File: config.mk
export PLATFORM = sky130hd
export DESIGN_NAME = pulse_xfer_sched
export DESIGN_NICKNAME = d
export VERILOG_FILES = /design/src/rtl/pulse_xfer_sched.sv
export SDC_FILE = /design/constraint.sdc
export NUM_CORES = 1
export LEC_CHECK = 0
export ABC_AREA = 1
export CAP_MARGIN = 20
export CELL_PAD_IN_SITES_DETAIL_PLACEMENT = 0
export CELL_PAD_IN_SITES_GLOBAL_PLACEMENT = 1
export CORE_ASPECT_RATIO = 0.75
export CORE_UTILIZATION = 42
export DETAILED_ROUTE_END_ITERATION = 6
export PLACE_DENSITY = 0.85
export SLEW_MARGIN = 20
export SYNTH_ARGS = -nofsm -noshare
export SYNTH_HDL_FRONTEND = slang
export SYNTH_SLANG_ARGS = --single-unit
File: constraint.sdc
create_clock -name clk -period 3 [get_ports clk]
set_clock_uncertainty 0.15 [all_clocks]
set_input_delay 0.3 -clock clk [delete_from_list [all_inputs] [get_ports clk]]
set_output_delay 0.3 -clock clk [all_outputs]
set_load 0.01 [all_outputs]
File: src/rtl/pulse_xfer_sched.sv
// Round-robin scheduler sharing one toggle-based CDC channel among N pulse requesters.
// Each grant drives its ID, then flips xfer_tgl and waits for the far side's toggle ack.
module pulse_xfer_sched #(
  parameter int unsigned N           = 4,
  parameter int unsigned IDW         = 2,
  parameter int unsigned SYNC_STAGES = 2,
  parameter int unsigned TMO_CYC     = 1023
) (
  input  logic           clk,
  input  logic           reset,
  input  logic [N-1:0]   req_pulse,
  input  logic [N-1:0]   ovf_clr,
  input  logic           err_clr,
  input  logic           ack_tgl,
  output logic           xfer_tgl,
  output logic [IDW-1:0] xfer_id,
  output logic           busy,
  output logic [N-1:0]   pending,
  output logic [N-1:0]   overflow,
  output logic           tmo_err
);

  localparam int unsigned CW = $clog2(TMO_CYC + 1);

  localparam logic [1:0] ST_IDLE = 2'd0;
  localparam logic [1:0] ST_SEND = 2'd1;
  localparam logic [1:0] ST_WAIT = 2'd2;

  logic [1:0]             state_q, state_d;
  logic [IDW-1:0]         rr_q, rr_d;
  logic [IDW-1:0]         id_q, id_d;
  logic                   tgl_q, tgl_d;
  logic [N-1:0]           pend_q, pend_d;
  logic [N-1:0]           ovf_q, ovf_d;
  logic                   err_q, err_d;
  logic [CW-1:0]          cnt_q, cnt_d;
  logic [SYNC_STAGES-1:0] sync_q;
  logic                   ack_s;
  logic                   tmo_set;

  logic                   hi_vld, lo_vld, gnt_vld;
  int unsigned            hi_idx, lo_idx, gnt_idx, gnt_nxt;
  logic [N-1:0]           gnt_mask;

  assign ack_s = sync_q[SYNC_STAGES-1];

  // Round-robin: first pending bit at or above rr_q, otherwise first pending bit overall.
  always_comb begin
    hi_vld = 1'b0;
    hi_idx = 0;
    lo_vld = 1'b0;
    lo_idx = 0;
    for (int unsigned j = 0; j < N; j++) begin
      if (!hi_vld && pend_q[j] && (j >= 32'(rr_q))) begin
        hi_vld = 1'b1;
        hi_idx = j;
      end
      if (!lo_vld && pend_q[j]) begin
        lo_vld = 1'b1;
        lo_idx = j;
      end
    end
    gnt_vld = hi_vld | lo_vld;
    gnt_idx = hi_vld ? hi_idx : lo_idx;
    gnt_nxt = (gnt_idx + 1 >= N) ? 0 : gnt_idx + 1;
  end

  always_comb begin
    gnt_mask = '0;
    for (int unsigned j = 0; j < N; j++) begin
      gnt_mask[j] = (state_q == ST_IDLE) && gnt_vld && (j == gnt_idx);
    end
  end

  // A pulse landing on its own grant edge re-queues rather than overflowing.
  always_comb begin
    pend_d = (pend_q & ~gnt_mask) | req_pulse;
    ovf_d  = (ovf_q & ~ovf_clr) | (req_pulse & pend_q & ~gnt_mask);
  end

  always_comb begin
    state_d = state_q;
    rr_d    = rr_q;
    id_d    = id_q;
    tgl_d   = tgl_q;
    cnt_d   = cnt_q;
    tmo_set = 1'b0;
    case (state_q)
      ST_IDLE: begin
        if (gnt_vld) begin
          id_d    = IDW'(gnt_idx);
          rr_d    = IDW'(gnt_nxt);
          state_d = ST_SEND;
        end
      end
      ST_SEND: begin
        tgl_d   = ~tgl_q;
        cnt_d   = '0;
        state_d = ST_WAIT;
      end
      ST_WAIT: begin
        if (ack_s == tgl_q) begin
          state_d = ST_IDLE;
        end else if (cnt_q != CW'(TMO_CYC)) begin
          cnt_d = cnt_q + 1'b1;
          // Flag only on the step into saturation so err_clr works while still waiting.
          tmo_set = (cnt_q == CW'(TMO_CYC - 1));
        end
      end
      default: state_d = ST_IDLE;
    endcase
    err_d = (err_q & ~err_clr) | tmo_set;
  end

  always_ff @(posedge clk or posedge reset) begin
    if (reset) begin
      state_q <= ST_IDLE;
      rr_q    <= '0;
      id_q    <= '0;
      tgl_q   <= 1'b0;
      pend_q  <= '0;
      ovf_q   <= '0;
      err_q   <= 1'b0;
      cnt_q   <= '0;
      sync_q  <= '0;
    end else begin
      state_q <= state_d;
      rr_q    <= rr_d;
      id_q    <= id_d;
      tgl_q   <= tgl_d;
      pend_q  <= pend_d;
      ovf_q   <= ovf_d;
      err_q   <= err_d;
      cnt_q   <= cnt_d;
      sync_q  <= {sync_q[SYNC_STAGES-2:0], ack_tgl};
    end
  end

  assign xfer_tgl = tgl_q;
  assign xfer_id  = id_q;
  assign busy     = (state_q != ST_IDLE);
  assign pending  = pend_q;
  assign overflow = ovf_q;
  assign tmo_err  = err_q;

endmodule

==> flow_summary.json <==
{
  "setup_tns_ps": 0,
  "drt_iter0_markers": 86,
  "path_class": "flop to output port",
  "first_global_vias": 1194,
  "status": "finished with violations",
  "core_area_um2": 3660,
  "clk_latency_ps": 270,
  "cp_top_family": "buffers and inverters",
  "layout_min_cycle_time_ps": 2030,
  "placed_area_um2": 1890,
  "yosysTopAreaCell": "dfrtp_1",
  "layout-area-overhead-vs-synth_pct": 20.0,
  "die_w_um": 73.5,
  "cpMostUsedCell": "inv_1",
  "post_synth.cell_area_avg_um2": 8.26,
  "post_cts_buffers": 0,
  "slowest_stage": "clkdlybuf4s50_1",
  "synth_cell_types": 25,
  "antenna_found_initial": 0,
  "antennaDiodeCount": 0,
  "cts-root-buf": "clkbuf_8",
  "numPortBuffers": 24,
  "min_period_over_period_pct": 67.8,
  "cp.buffers_inverters": 3,
  "nNetsFinal": 244,
  "syn_area_um2": 1610,
  "avgRoutedWirePerCell_um": 11.5,
  "ys.flop_type": "dfrtp_1",
  "grt_util_all_layers_pct": 17.6,
  "worstPathMaxFanout": 4,
  "max_stage_delay_ps": 540,
  "power_leakage_nw": 0.932,
  "tightest_slew_ps": 481,
  "clock_path_buffers": 2,
  "startpoint_type": "flop",
  "synth_seq_cells": 28,
  "cts_hold_buf": 0,
  "rows": 19,
  "arrival_ps": 1580,
  "post_drt_via_cell_ratio": 4.60,
  "ioPinCount": 25,
  "routabilityCongestion": 0.767,
  "initial_utilization_pct": 44.0,
  "nFillCells": 352,
  "cts_tree": "done",
  "setup_violations": 0,
  "cts_made_buffers": 3,
  "synthTopCellsByArea": "dfrtp_1, nand2_1, inv_1, ha_1, o21ai_2",
  "fmax_mhz": 491,
  "cts_sinks": 28,
  "hold_ws_ps": 177,
  "grt-ovfl-total": 0,
  "grt_pass1_wl_um": 5530,
  "grt_max_degree": 21,
  "failed_checks": "design-rule violations",
  "clk_pin_slew_ps": 90,
  "report.final.slew_viol_count": 0,
  "end_kind": "output port",
  "htreeDepth": 1,
  "wirelength_um": 3140,
  "synth_top_area_share_pct": 43.5,
  "crit_chain": "inv_1 > ha_1 > inv_1 > clkdlybuf4s50_1",
  "drive_gt1_share_pct": 10.0,
  "dieArea_um2": 4090,
  "ir_drop_mv": 0.471,
  "hold_path_class": "input port to asynchronous set/reset pin",
  "cap_viol_max_count": 0,
  "first_pass_iters": 6,
  "hpwl_um": 2430,
  "crit_required_ps": 2550,
  "power_density_nw_per_um2": 809,
  "vias": 1251,
  "synth_edf_count": 0,
  "rsz0062_at_grt": "false",
  "die_h_um": 55.6,
  "final_area_um2": 1930,
  "syn_nets": 217,
  "cts-resized-gates": 0,
  "ys_seq_area_share_pct": 43.5,
  "hold_viol": 0,
  "async_flop_share_pct": 100,
  "antenna_left": 0,
  "netlist_instances": 195,
  "drc": 2,
  "max_slew_margin_pct": 67.9,
  "yosysWarnings": 0
}
-- synthesized netlist by cell type, types with 2 or more instances --
| cell type | count |
|---|---|
| o21ai_0 | 7 |
| ha_1 | 10 |
| nor2_1 | 12 |
| xnor2_1 | 2 |
| nor2_4 | 2 |
| o21ai_2 | 9 |
| nand3_1 | 14 |
| nand2_2 | 2 |
| nand2_1 | 48 |
| or2_2 | 2 |
| nand4_1 | 4 |
| o22ai_1 | 5 |
| inv_1 | 35 |
| dfrtp_1 | 28 |
| o21bai_1 | 5 |
-- worst paths after layout --
path                                        start               endpoint  slack, ps  depth (start not counted)
setup / recovery           state_q[0]$_DFFE_PP0P_                   busy        970                          4
hold / removal                              reset  overflow[2]$_DFF_PP0_        180                          2
setup reg to reg             cnt_q[0]$_DFFE_PP0P_   cnt_q[2]$_DFFE_PP0P_       1050                          7
hold reg to reg               sync_q[0]$_DFF_PP0_    sync_q[1]$_DFF_PP0_        210                          0
max in group asynchronous                   reset   cnt_q[2]$_DFFE_PP0P_       1940                          3
min in group clk              sync_q[0]$_DFF_PP0_    sync_q[1]$_DFF_PP0_        210                          0
-- layout by cell type (no fill, tap or decap), drive strengths merged --
cell           count
a21oi              1
a22oi              1
buf                1
clkbuf             3
clkdlybuf4s50     24
dfrtp             28
ha                10
inv               36
nand2             50
nand3             15
nand4              5
nor2              14
o21ai             16
o21bai             5
o22ai              5
o31ai              1
or2                2
xnor2              2
xor2               1
-- cell type report --
class / count / area, um2 / share of cell area, %
Sequential cell: 28 / 701 / 36.2
Clock buffer: 3 / 41.3 / 2.13
Tap cell: 52 / 65.1 / 3.36
Inverter: 36 / 135 / 6.99
Timing Repair Buffer: 25 / 248 / 12.8
Multi-Input combinational cell: 128 / 744 / 38.5
-- power by group --
group          internal, W  total, W  switching, W
Clock            0.0000900  0.000197      0.000107
Sequential        0.000485  0.000574     0.0000892
Combinational     0.000318  0.000795      0.000477
-- registers in the layout, summed over array words and instances, names as in the netlist --
signal    count
tmo_err       1
xfer_id       2
pending       4
rr_q          2
overflow      4
state_q       2
cnt_q        10
sync_q        2
xfer_tgl      1
-- logic make-up after synthesis --
family,share of synthesized area (%)
AO/OA/AOI/OAI,12.6
XOR/XNOR,1.63
adder cells (fa/ha/maj),7.76
buffers and inverters,10.3
flip-flops,43.5
AND/OR/NAND/NOR,24.2
-- through the flow --
| stage | std cells | power (W) | util (%) | worst slack, ps |
|---|---|---|---|---|
| final | 272 | 0.00157 | 52.8 | 965 |
| after global routing | 272 | 0.00172 | 52.8 | 871 |
| after CTS | 272 | 0.00158 | 52.8 | 954 |
| after detailed placement | 269 | 0.00138 | 51.7 | 1060 |
| after global placement | 269 | 0.00137 | 51.7 | 1100 |
| after floorplan | 195 | 0.00114 | - | 1300 |
-- metal layers --
layer  up-vias  track usage [%]  wire, um
met2        26             24.8      1250
li1        668                -         -
met5         -                0         0
met3         0             3.80       105
met4         0             3.30         0
met1       557             27.8      1780
Power figures use the tool's default switching activity.
